===== src/rtl/spi_arb_pkg.sv =====
// Shared constants for the SPI bus arbiter: FSM state encodings, counter width
// and the idle level of the MOSI pad.
package spi_arb_pkg;

  localparam int CNT_W = 4;

  localparam logic [1:0] ST_IDLE  = 2'd0;
  localparam logic [1:0] ST_SETUP = 2'd1;
  localparam logic [1:0] ST_OWN   = 2'd2;
  localparam logic [1:0] ST_GUARD = 2'd3;

  localparam logic MOSI_RST = 1'b1;

endpackage


===== src/rtl/spi_arb_rr_pick.sv =====
// Combinational winner picker for the SPI bus arbiter. Round robin from
// last_owner+1 by default; SPI_ARB_FIXED_PRIO_EN selects lowest-index-wins.
module spi_arb_rr_pick
  import spi_arb_pkg::*;
#(
  parameter int REQ_NUM = 4,
  parameter int IDX_W   = 2
) (
  input  logic [REQ_NUM-1:0] eligible,
  input  logic [IDX_W-1:0]   last_owner,
  output logic               valid,
  output logic [IDX_W-1:0]   winner
);

`ifdef SPI_ARB_FIXED_PRIO_EN
  logic unused_last;
  assign unused_last = ^last_owner;

  always_comb begin
    valid  = 1'b0;
    winner = '0;
    // Scanning downwards leaves the lowest eligible index as the final write.
    for (int i = REQ_NUM - 1; i >= 0; i--) begin
      if (eligible[i[IDX_W-1:0]]) begin
        valid  = 1'b1;
        winner = i[IDX_W-1:0];
      end
    end
  end
`else
  always_comb begin
    int idx;
    // NOTE: every variable written here gets a default first, so no path can
    // leave it holding its old value and infer a latch.
    idx    = 0;
    valid  = 1'b0;
    winner = '0;
    // Walk the ring backwards from last_owner+REQ_NUM to last_owner+1 so the
    // nearest eligible index after the last owner is written last and wins.
    for (int k = REQ_NUM; k >= 1; k--) begin
      idx = (int'(last_owner) + k) % REQ_NUM;
      if (eligible[idx[IDX_W-1:0]]) begin
        valid  = 1'b1;
        winner = idx[IDX_W-1:0];
      end
    end
  end
`endif

endmodule


===== src/rtl/spi_bus_arbiter.sv =====
// Shares one SPI bus between REQ_NUM masters with CS setup/guard timing and
// VS_DREQ gating. Define SPI_ARB_FIXED_PRIO_EN for fixed-priority arbitration.
module spi_bus_arbiter
  import spi_arb_pkg::*;
#(
  parameter int   REQ_NUM      = 4,
  parameter int   SETUP_CYCLES = 2,
  parameter int   GUARD_CYCLES = 4,
  parameter int   DREQ_IDX     = 2,
  parameter logic SCK_IDLE     = 1'b0,
  localparam int  IDX_W        = (REQ_NUM > 1) ? $clog2(REQ_NUM) : 1
) (
  input  logic               clk,
  input  logic               rst,
  input  logic [REQ_NUM-1:0] req_i,
  output logic [REQ_NUM-1:0] gnt_o,
  input  logic [REQ_NUM-1:0] sck_i,
  input  logic [REQ_NUM-1:0] mosi_i,
  output logic [REQ_NUM-1:0] miso_o,
  output logic               sck_o,
  output logic               mosi_o,
  input  logic               miso_i,
  output logic [REQ_NUM-1:0] cs_n_o,
  input  logic               dreq_i,
  output logic [IDX_W-1:0]   owner_o,
  output logic               busy_o
);

  logic [1:0]         state;
  logic [CNT_W-1:0]   cnt;
  logic [IDX_W-1:0]   owner;
  logic [IDX_W-1:0]   last_owner;
  logic [REQ_NUM-1:0] eligible;
  logic [REQ_NUM-1:0] owner_onehot;
  logic               pick_valid;
  logic [IDX_W-1:0]   pick_winner;

  // The audio master only competes while the decoder signals it can take data.
  always_comb begin
    eligible = req_i;
    if (!dreq_i) eligible[DREQ_IDX] = 1'b0;
  end

  spi_arb_rr_pick #(
    .REQ_NUM (REQ_NUM),
    .IDX_W   (IDX_W)
  ) u_pick (
    .eligible   (eligible),
    .last_owner (last_owner),
    .valid      (pick_valid),
    .winner     (pick_winner)
  );

  localparam logic [1:0] ST_RELEASE = (GUARD_CYCLES == 0) ? ST_IDLE : ST_GUARD;

  // NOTE: state registers use non-blocking assignments so every flop samples
  // the pre-edge values regardless of statement order.
  always_ff @(posedge clk) begin
    if (rst) begin
      state      <= ST_IDLE;
      cnt        <= '0;
      owner      <= '0;
      last_owner <= IDX_W'(REQ_NUM - 1);
    end else begin
      case (state)
        ST_IDLE: begin
          if (pick_valid) begin
            state      <= ST_SETUP;
            owner      <= pick_winner;
            last_owner <= pick_winner;
            cnt        <= '0;
          end
        end
        ST_SETUP: begin
          if (!req_i[owner]) begin
            state <= ST_RELEASE;
            cnt   <= '0;
          end else if (cnt == CNT_W'(SETUP_CYCLES - 1)) begin
            state <= ST_OWN;
            cnt   <= '0;
          end else begin
            cnt <= cnt + CNT_W'(1);
          end
        end
        ST_OWN: begin
          if (!req_i[owner]) begin
            state <= ST_RELEASE;
            cnt   <= '0;
          end
        end
        ST_GUARD: begin
          if (cnt == CNT_W'(GUARD_CYCLES - 1)) begin
            state <= ST_IDLE;
            cnt   <= '0;
          end else begin
            cnt <= cnt + CNT_W'(1);
          end
        end
        default: begin
          state <= ST_IDLE;
          cnt   <= '0;
        end
      endcase
    end
  end

  // Pad-side muxing follows the registered owner with no added latency.
  assign owner_onehot = REQ_NUM'(1) << owner;
  assign gnt_o   = (state == ST_OWN) ? owner_onehot : '0;
  assign cs_n_o  = (state == ST_SETUP || state == ST_OWN) ? ~owner_onehot : '1;
  assign sck_o   = (state == ST_OWN) ? sck_i[owner]  : SCK_IDLE;
  assign mosi_o  = (state == ST_OWN) ? mosi_i[owner] : MOSI_RST;
  assign miso_o  = {REQ_NUM{miso_i}} & gnt_o;
  assign owner_o = owner;
  assign busy_o  = (state != ST_IDLE);

endmodule

===== config.mk =====
export PLATFORM = sky130hd
export DESIGN_NAME = spi_bus_arbiter
export DESIGN_NICKNAME = d
export VERILOG_FILES = /design/src/rtl/spi_arb_pkg.sv /design/src/rtl/spi_arb_rr_pick.sv /design/src/rtl/spi_bus_arbiter.sv
export SDC_FILE = /design/constraint.sdc
export NUM_CORES = 1
export LEC_CHECK = 0
export ABC_AREA = 1
export CORE_AREA = 5 5 55 57
export CTS_BUF_LIST = sky130_fd_sc_hd__clkbuf_4 sky130_fd_sc_hd__clkbuf_8
export DETAILED_ROUTE_END_ITERATION = 6
export DIE_AREA = 0 0 60 62
export GPL_ROUTABILITY_DRIVEN = 0
export PLACE_DENSITY = 0.75
export SYNTH_ARGS = -nofsm -noshare
export SYNTH_HDL_FRONTEND = slang
export SYNTH_HIERARCHICAL = 1
export SYNTH_SLANG_ARGS = --single-unit

===== constraint.sdc =====
create_clock -name clk -period 2 [get_ports clk]
set_clock_uncertainty 0.1 [all_clocks]
set_input_delay 0.4 -clock clk [delete_from_list [all_inputs] [get_ports clk]]
set_output_delay 0.4 -clock clk [all_outputs]
set_load 0.02 [all_outputs]

* Word level (Yosys, flattened, before mapping)
Cells that the tools add are included.
Storage, ports and cells: register bits after elaboration 10, input bits 16, output and inout bits 17, logic and storage cells 71
Operators by class: $add $sub $neg 5, order comparisons 5, equal/unequal tests 9, shifts and indexed selects 1, mux-type cells 39, bitwise logic cells 2, reductions and logical operators 6
Operators by type and width (count):
- two-way mux 4 bit | 7
- two-way mux 2 bit | 9
- one-hot mux 4 bit (4 select lines) | 1
- < comparator 2 x 3 -> 1 bit, second input constant | 5
- binary-select mux 1 bit (select 2 bit) | 7
- two-way mux 1 bit | 14
- one-hot mux 2 bit (4 select lines) | 1
- inequality test 2 bit, second input constant | 3
- adder 2 x 1 -> 2 bit, second input constant | 2
- adder 2 bit, second input constant | 2
- adder 4 x 1 -> 4 bit, second input constant | 1
- AND 4 bit | 1
- equality test 2 bit, second input constant | 2
- equality test 4 x 1 -> 1 bit, second input constant | 1
- equality test 4 x 2 -> 1 bit, second input constant | 1
- inverter 4 bit | 1
- AND reduction 2 bit | 2
- AND reduction 4 bit | 1
- << shifter 1 x 2 -> 4 bit, first input constant | 1
- inequality test 3 bit, second input constant | 1
- equality test 2 x 1 -> 1 bit, second input constant | 1
- zero test 2 bit | 1
- nonzero test 2 bit | 1
- logical OR 1 bit | 1

* Longest topological paths before layout
Gate-level depths: netlist of the first run.
depth after elaboration 9, mapped depth 13, depth with buffers taken out 13

* By module
The synthesis of the first run kept the hierarchy.
By module, submodules not included:
- spi_bus_arbiter | times used 1, cells each 133, area each 814.5 sq um, sequential area each 200.2 sq um
- spi_arb_rr_pick | times used 1, cells each 51, area each 246.5 sq um, sequential area each 0.0 sq um

* Worst setup path after synthesis of the first run
Ideal clock, no wire load.
path type reg2out, from register state[0], to output port miso_o[0], data arrival time 1.360 ns, data required time 1.500 ns, setup slack 0.140 ns, stages on the path, launching flop included 5, path buffers 0, path through dfxtp_1 > inv_1 > ha_1 > clkinv_1 > nor3_1
On the way: word-level cells in the longest chain between the ends 3
Ends and longest elaborated chain:
- from (decl) | line spi_bus_arbiter.sv:29 | logic [1:0] state;
- from (signal assigned) | line spi_bus_arbiter.sv:60 | state <= ST_IDLE;
- from (signal assigned) | line spi_bus_arbiter.sv:68 | state <= ST_SETUP;
- from (signal assigned) | line spi_bus_arbiter.sv:76 | state <= ST_RELEASE;
- equality test 2 bit | line spi_bus_arbiter.sv:109 | assign gnt_o = (state == ST_OWN) ? owner_onehot : '0;
- two-way mux 4 bit | line spi_bus_arbiter.sv:109
- AND 4 bit | line spi_bus_arbiter.sv:113 | assign miso_o = {REQ_NUM{miso_i}} & gnt_o;
- to (decl) | line spi_bus_arbiter.sv:19 | output logic [REQ_NUM-1:0] miso_o,
Every way passes these cells.

* Final worst setup path of the first run
from input port miso_i, to output port miso_o[2]
On the way: word-level cells in the longest chain between the ends 1
Ends and longest elaborated chain:
- from (decl) | line spi_bus_arbiter.sv:22 | input logic miso_i,
- AND 4 bit | line spi_bus_arbiter.sv:113
Every way passes these cells.

==> results of run 1 <==
-- per-layer routing --
| layer | global-route usage, % | routed length, um |
|---|---|---|
| met5 | 0 | 0 |
| met4 | 6.65 | 45 |
| met3 | 2.48 | 286 |
| met2 | 32.7 | 1370 |
| met1 | 17.8 | 1230 |
-- cell type report --
| type | count | share of cell area [%] |
|---|---|---|
| well taps | 30 | 2.30 |
| repair buffers | 59 | 29.8 |
| inverters | 30 | 7.81 |
| flip-flops and latches | 10 | 12.4 |
| multi-input cells | 141 | 45.5 |
| clock buffers | 4 | 2.22 |
-- repair_timing --
item / in CTS / in global routing
endpoints found under the hold margin: 0 / 0
buffers inserted: 2 / 0
setup endpoints to repair: 16 / 18
hold buffers: 0 / 0
resized for setup: 42 / 21
gates cloned: 0 / 0
-- cell families after synthesis --
family,count (synthesis),synth area share (%)
buffers and inverters,33,14.6
adders and majority gates,7,8.25
DFF,10,18.9
and+or+nand+nor,119,49.8
AOI/OAI and AO/OA,15,8.49
-- state kept, by name, summed over array words and instances, names as in the netlist --
| register | count |
|---|---|
| last_owner | 2 |
| owner_o | 2 |
| cnt | 4 |
| state | 2 |
-- worst reg2reg max path, cell delays in order (launching register included) --
cell	delay, ns
dfxtp_1	0.35
buf_4	0.13
inv_1	0.07
buf_4	0.14
ha_1	0.19
a21boi_0	0.15
a21oi_1	0.26
nand2_2	0.12
nand2_1	0.10
a21oi_2	0.06
-- worst max path at each step --
stage	to
after floorplan	miso_o[0]
after detailed placement	miso_o[1]
final	miso_o[2]
after global routing	miso_o[2]
after global placement	miso_o[0]
after CTS	sck_o
-- stage by stage --
step	hold WS (ns)	setup WS, ns	utilization, %	setup TNS [ns]	std cells
5_1_grt	0.475	-0.0268	67.2	-0.0311	274
3_3_place_gp	0.391	-0.204	64.8	-2.03	268
2_1_floorplan	0.365	0.140	-	0	184
4_1_cts	0.434	-0.0731	66.7	-0.0731	274
6_report	0.432	0.0551	67.2	0	274
3_5_place_dp	0.425	-0.212	64.8	-2.53	268
-- power by group --
part           total [uW]  switching [uW]  internal (uW)
Sequential            379             109            270
Clock                 187            76.2            111
Combinational        1590             900            686
-- cells in the final DEF (no fill, tap or decap), types with 4 or more instances in the layout --
cell,instances
nor2_2,5
a21oi_1,5
nand2_2,13
nand3_1,16
inv_1,24
dlygate4sd2_1,4
ha_1,5
clkbuf_2,4
buf_4,30
dfxtp_1,8
nor2_1,17
clkdlybuf4s50_1,15
nand2_1,60
==> flow_summary_export.csv, run 1 <==
group,metric,value,unit
critical_path,cpPeakStageDelay,0.46,ns
global_route,antenna_found_initial,0,
timing,fin_crit_sh,97.2,%
timing,relSlewSlack,83.3,%
drt,drc,0,
status,status,"complete, no violations",
timing,fmax,0.514,GHz
drt,dr.first_iter.drc_count,64,
cts,numCtsBuffers,3,
floorplan,io_pins,33,
yosys,yosysSeqAreaShare,18.9,%
critical_path,worstPathCellList,"clkdlybuf4s50_1, inv_1, nor3_1, clkdlybuf4s15_2",
timing,tightest_slew,0.248,ns
critical_path,cp-start-kind,"primary input",
yosys,synthArstFlopShare,0,%
critical_path,r2r_slack,0.24,ns
yosys,synth_cell_types,27,
critical_path,path_depth,4,
yosys,syn-mean-instance-area,5.77,um2
cts,clock_latency,0.27,ns
critical_path,r2r_cells,9,
floorplan,num_rows,18,
timing,finalMaxSlewViolations,0,
floorplan,core,0.00243,mm2
cts,cts_tree,"built",
timing,finalHoldViolCount,0,
placed_design,placed_area,0.00158,mm2
drt,ant_nets,0,
job,max_cap_viol_count,0,
cells_and_area,layout-drive-gt1-share,31.1,%
critical_path,required,1.50,ns
cells_and_area,final_cell_area,0.00163,mm2
power,power_density,1320,mW/mm2
yosys,synth_edf_count,0,
power,power_leakage,0.000876,uW
yosys,synth_top_area_cell,"nand2_1",
yosys,syn_inst,184,
floorplan,start_util,43.6,%
global_route,grt.total_usage,16.7,%
yosys,yosysWarnings,6,
global_route,grt_overflow,0,
floorplan,die_width,60,um
global_route,grt_pass1_vias,1222,
cts,clock-sinks,10,
drt,vias,1304,
cells_and_area,fin_nets,268,
critical_path,crit_path_top_delay_cell,"clkdlybuf4s50_1",
yosys,synth_fp_nets,207,
power,vdd_drop_max,0.780,mV
yosys,syn-cell-area,0.00106,mm2
critical_path,crit_path_end_kind,"primary output",
drt,wirelength,2.94,mm
yosys,synth_area_leaders,"nand2_1 21%, dfxtp_1 19%, inv_1 8.5%, ha_1 8.3%, nand2_2 7.7%",
global_route,grt_max_degree,10,
critical_path,crit_arrival,1.44,ns
cells_and_area,seqCellArea,203,um2
cells_and_area,syn_to_final_growth,54.0,%
floorplan,die_h,62,um
critical_path,reg2reg_to,"state[0]",
critical_path,worstReg2RegStart,"state[1]",
critical_path,cp_num_buf_inv,3,
power,total_power,2150,uW
hold_path,holdPathEnd,"cnt[1]",
critical_path,worstSetupPathType,"primary input to primary output",
drt,wl_per_cell,10.7,um
cts,htreeDepth,1,
yosys,yosysMostFrequentCell,"nand2_1",
yosys,ys_ff_latch,10,
cts,cts_buffer_depth,2,
drt,drt_pre_antenna_iters,4,
cells_and_area,multi_input_area,743,um2
cts,path_clk_slew,0.07,ns
placed_design,place_hpwl,2.36,mm
hold_path,hold_path_depth,2,
cells_and_area,antenna_cells,0,
drt,avgViaCountPerCell,4.76,
global_route,grt_pass1_wl,4.80,mm
critical_path,crit_family,"buffers and inverters",
cts,cts_root_buf,"clkbuf_4",
critical_path,startpoint,"miso_i",
yosys,synthTopCellsByCount,"60 x nand2_1, 24 x inv_1, 19 x nor2_1",
hold_path,hold_start,"cnt[1]",
critical_path,crit_path_max_fanout,4,
placed_design,port_buffers,32,
hold_path,worstHoldPathType,"register to register",
yosys,ys.flop_type,"dfxtp_1",
yosys,yosysTopAreaCellShare,21.2,%
timing,setup_violations,0,
floorplan,die-area,0.00372,mm2
cells_and_area,nFillCells,238,
timing,min_period,1.94,ns
No activity file was read; power rests on OpenSTA's default activity.
==> inputs of run 2 (changes only) <==
--- a/config.mk
+++ b/config.mk
@@ -11,8 +11,7 @@
 export DETAILED_ROUTE_END_ITERATION = 6
 export DIE_AREA = 0 0 60 62
 export GPL_ROUTABILITY_DRIVEN = 0
-export PLACE_DENSITY = 0.75
+export PLACE_DENSITY = 0.76
 export SYNTH_ARGS = -nofsm -noshare
 export SYNTH_HDL_FRONTEND = slang
-export SYNTH_HIERARCHICAL = 1
 export SYNTH_SLANG_ARGS = --single-unit
==> run 2 against run 1 <==
  * Total power fell by 5.1%
  * Cell count decreased by 11%
  * Flip-flop and latch count did not move
  * Hold slack got worse by 0.020 ns
  * Count of clock-buffer cells in the layout unchanged
  * Global-route usage fell by 0.36 points
  * Maximum frequency increased by 0.77%
  * Synthesized cell count is 9.2% lower
  * Non-clock buffer count shrank 14
  * Via count is 8.7% lower
  * Combinational power shrank 5%
  * Routed wire length decreased by 7.1%
==> flow_summary_export.csv, run 2 <==
group,metric,value,unit
yosys,yosysWarnings,0,
critical_path,worstSetupPathType,"register to primary output",
cells_and_area,mostFrequentLayoutCells,"42 x nand2_1, 17 x clkdlybuf4s50_1, 16 x inv_1",
critical_path,reg2reg_to,"cnt[1]",
critical_path,worstPathCellList,"buf_4, inv_1, ha_4, nand2_1, clkdlybuf4s15_1",
timing,rsz0062_at_grt,"no",
floorplan,die_width,60,um
global_route,grt_pass1_vias,1166,
yosys,synth_area_leaders,"dfxtp_1 19%, nand2_1 15%, nand2_2 8.8%, ha_1 7.0%, nand3_1 6.5%",
global_route,grt_overflow,0,
critical_path,crit_path_top_delay_cell,"dfxtp_1",
global_route,grt.total_usage,16.4,%
cells_and_area,syn_to_final_growth,43.3,%
critical_path,crit_path_end_kind,"primary output",
power,vdd_drop_max,0.779,mV
critical_path,endpoint,"cs_n_o[1]",
yosys,yosysTopAreaCellShare,18.7,%
drt,wl_per_cell,11.2,um
cells_and_area,layout-drive-gt1-share,29.4,%
yosys,synthArstFlopShare,0,%
yosys,syn_inst,167,
yosys,yosysSeqAreaShare,18.7,%
cells_and_area,fin_nets,237,
power,power_density,1330,mW/mm2
floorplan,die-area,0.00372,mm2
yosys,synth_cell_types,29,
yosys,ys.flop_type,"dfxtp_1",
floorplan,num_rows,18,
timing,fin_crit_sh,96.5,%
yosys,synthTopCellsByCount,"42 x nand2_1, 16 x inv_1, 15 x nand2_2",
drt,drt_pre_antenna_iters,4,
yosys,synthMuxAreaShare,0,%
hold_path,worstHoldPathType,"register to register",
timing,setup_violations,0,
cts,cts_tree,"built",
timing,min_period,1.93,ns
yosys,syn-mean-instance-area,6.41,um2
floorplan,start_util,44.0,%
cells_and_area,antenna_cells,0,
cells_and_area,largest-register,"cnt",
drt,vias,1190,
critical_path,cp_num_buf_inv,3,
global_route,grt_max_degree,11,
job,max_cap_viol_count,0,
power,total_power,2040,uW
yosys,synth_top_family_by_area,"simple AND/OR/NAND/NOR gates",
placed_design,place_hpwl,2.31,mm
critical_path,startpoint,"state[1]",
yosys,synthSimpleGateAreaFrac,52.2,%
placed_design,port_buffers,32,
critical_path,r2r_slack,0.27,ns
status,status,"complete, no violations",
cells_and_area,post-route-util,63.0,%
cts,path_clk_slew,0.06,ns
cells_and_area,largest_reg_flops,4,
cts,htreeDepth,1,
yosys,synth_xor_area_share,1.64,%
floorplan,core,0.00243,mm2
drt,ant_nets,0,
timing,finalMaxSlewViolations,0,
cts,cts_buffer_depth,2,
critical_path,cpPeakStageDelay,0.34,ns
timing,relSlewSlack,74.9,%
floorplan,io_pins,33,
timing,finalHoldViolCount,0,
critical_path,cp-start-kind,"register",
yosys,synth_fp_nets,189,
yosys,synth-compound-area-share,10.2,%
timing,fin_tns_setup,0,ns
drt,dr.first_iter.drc_count,38,
critical_path,r2r_cells,10,
yosys,syn-cell-area,0.00107,mm2
yosys,ys_ff_latch,10,
critical_path,crit_path_max_fanout,5,
cts,numCtsBuffers,3,
critical_path,worstReg2RegStart,"state[1]",
power,power_leakage,0.000732,uW
yosys,synthAdderAreaFrac,7.02,%
cts,clock-sinks,10,
drt,wirelength,2.73,mm
yosys,synth_top_area_cell,"dfxtp_1",
drt,drc,0,
critical_path,crit_arrival,1.43,ns
timing,tightest_slew,0.375,ns
cells_and_area,nFillCells,231,
global_route,antenna_found_initial,0,
critical_path,path_depth,5,
global_route,grt_pass1_wl,4.71,mm
cts,ctsHoldBuffers,0,
cells_and_area,final_common_cell,"nand2_1",
drt,avgViaCountPerCell,4.88,
timing,fmax,0.518,GHz
cts,cts_root_buf,"clkbuf_4",
cts,clock_latency,0.27,ns
yosys,synth_edf_count,0,
timing,hold_slack,0.412,ns
yosys,yosysMostFrequentCell,"nand2_1",
floorplan,die_h,62,um
critical_path,required,1.50,ns
critical_path,crit_family,"buffers and inverters",
## run 2: timing repair
item | 4_1_cts | 5_1_grt
gates cloned | 0 | 0
pin swaps | 0 | 0
endpoints found under the hold margin | 0 | 0
endpoints found under the setup margin | 15 | 9
buffers inserted | 0 | 0
resized for setup | 31 | 16
## run 2: worst register-to-register path, cell delays in order, from the launching register on
cell     delay (ns)
dfxtp_1        0.34
buf_4          0.12
inv_1          0.06
buf_4          0.14
ha_1           0.21
inv_1          0.08
nor2_1         0.07
a21oi_4        0.21
nor2_1         0.06
o21ai_0        0.19
nor2_1         0.05
## run 2: cells by family after synthesis
logic type                 count (synthesis)
DFF                                       10
xor gates and xnor gates                   2
AOI/OAI and AO/OA                         17
adders and majority gates                  6
and+or+nand+nor                          107
buffers and inverters                     25
## run 2: power by group
part,switching (uW),total [uW],leakage [uW],internal [uW]
Clock,74.0,185,0.0000210,111
Sequential,82.8,353,0.0000830,270
Combinational,893,1510,0.000628,612
## run 2: worst min-delay path by stage
| stage | from | end | slack [ns] | cells after the start |
|---|---|---|---|---|
| floorplan | rst | cnt[2] | 0.37 | 1 |
| global placement | cnt[3] | cnt[3] | 0.39 | 2 |
| detailed placement | cnt[3] | cnt[3] | 0.40 | 2 |
| CTS | cnt[3] | cnt[3] | 0.41 | 2 |
| global route | cnt[3] | cnt[3] | 0.46 | 2 |
| finish | cnt[3] | cnt[3] | 0.41 | 2 |
## run 2: cell type report
class	instances	area [um2]	area share, %
multi-input cells	132	774	50.5
inverters	23	96.3	6.29
clock buffers	4	36.3	2.37
flip-flops and latches	10	203	13.2
well taps	30	37.5	2.45
repair buffers	45	385	25.1
## run 2: through the flow
step                      cell area (um2)  instances  setup slack [ns]
final                                1530        244            0.0700
after global routing                 1530        244           0.00794
after CTS                            1560        244           0.00130
after detailed placement             1510        240            -0.219
after global placement               1510        240            -0.210
after floorplan                      1070        167             0.165
## run 2: routing by layer
layer / vias up / part of all wire (%) / track usage [%]
met3: 5 / 8.4 / 2.27
met2: 32 / 47 / 30.4
met4: 0 / 1.9 / 7.59
met1: 522 / 43 / 18.4
li1: 631 / - / -
met5: - / 0 / 0
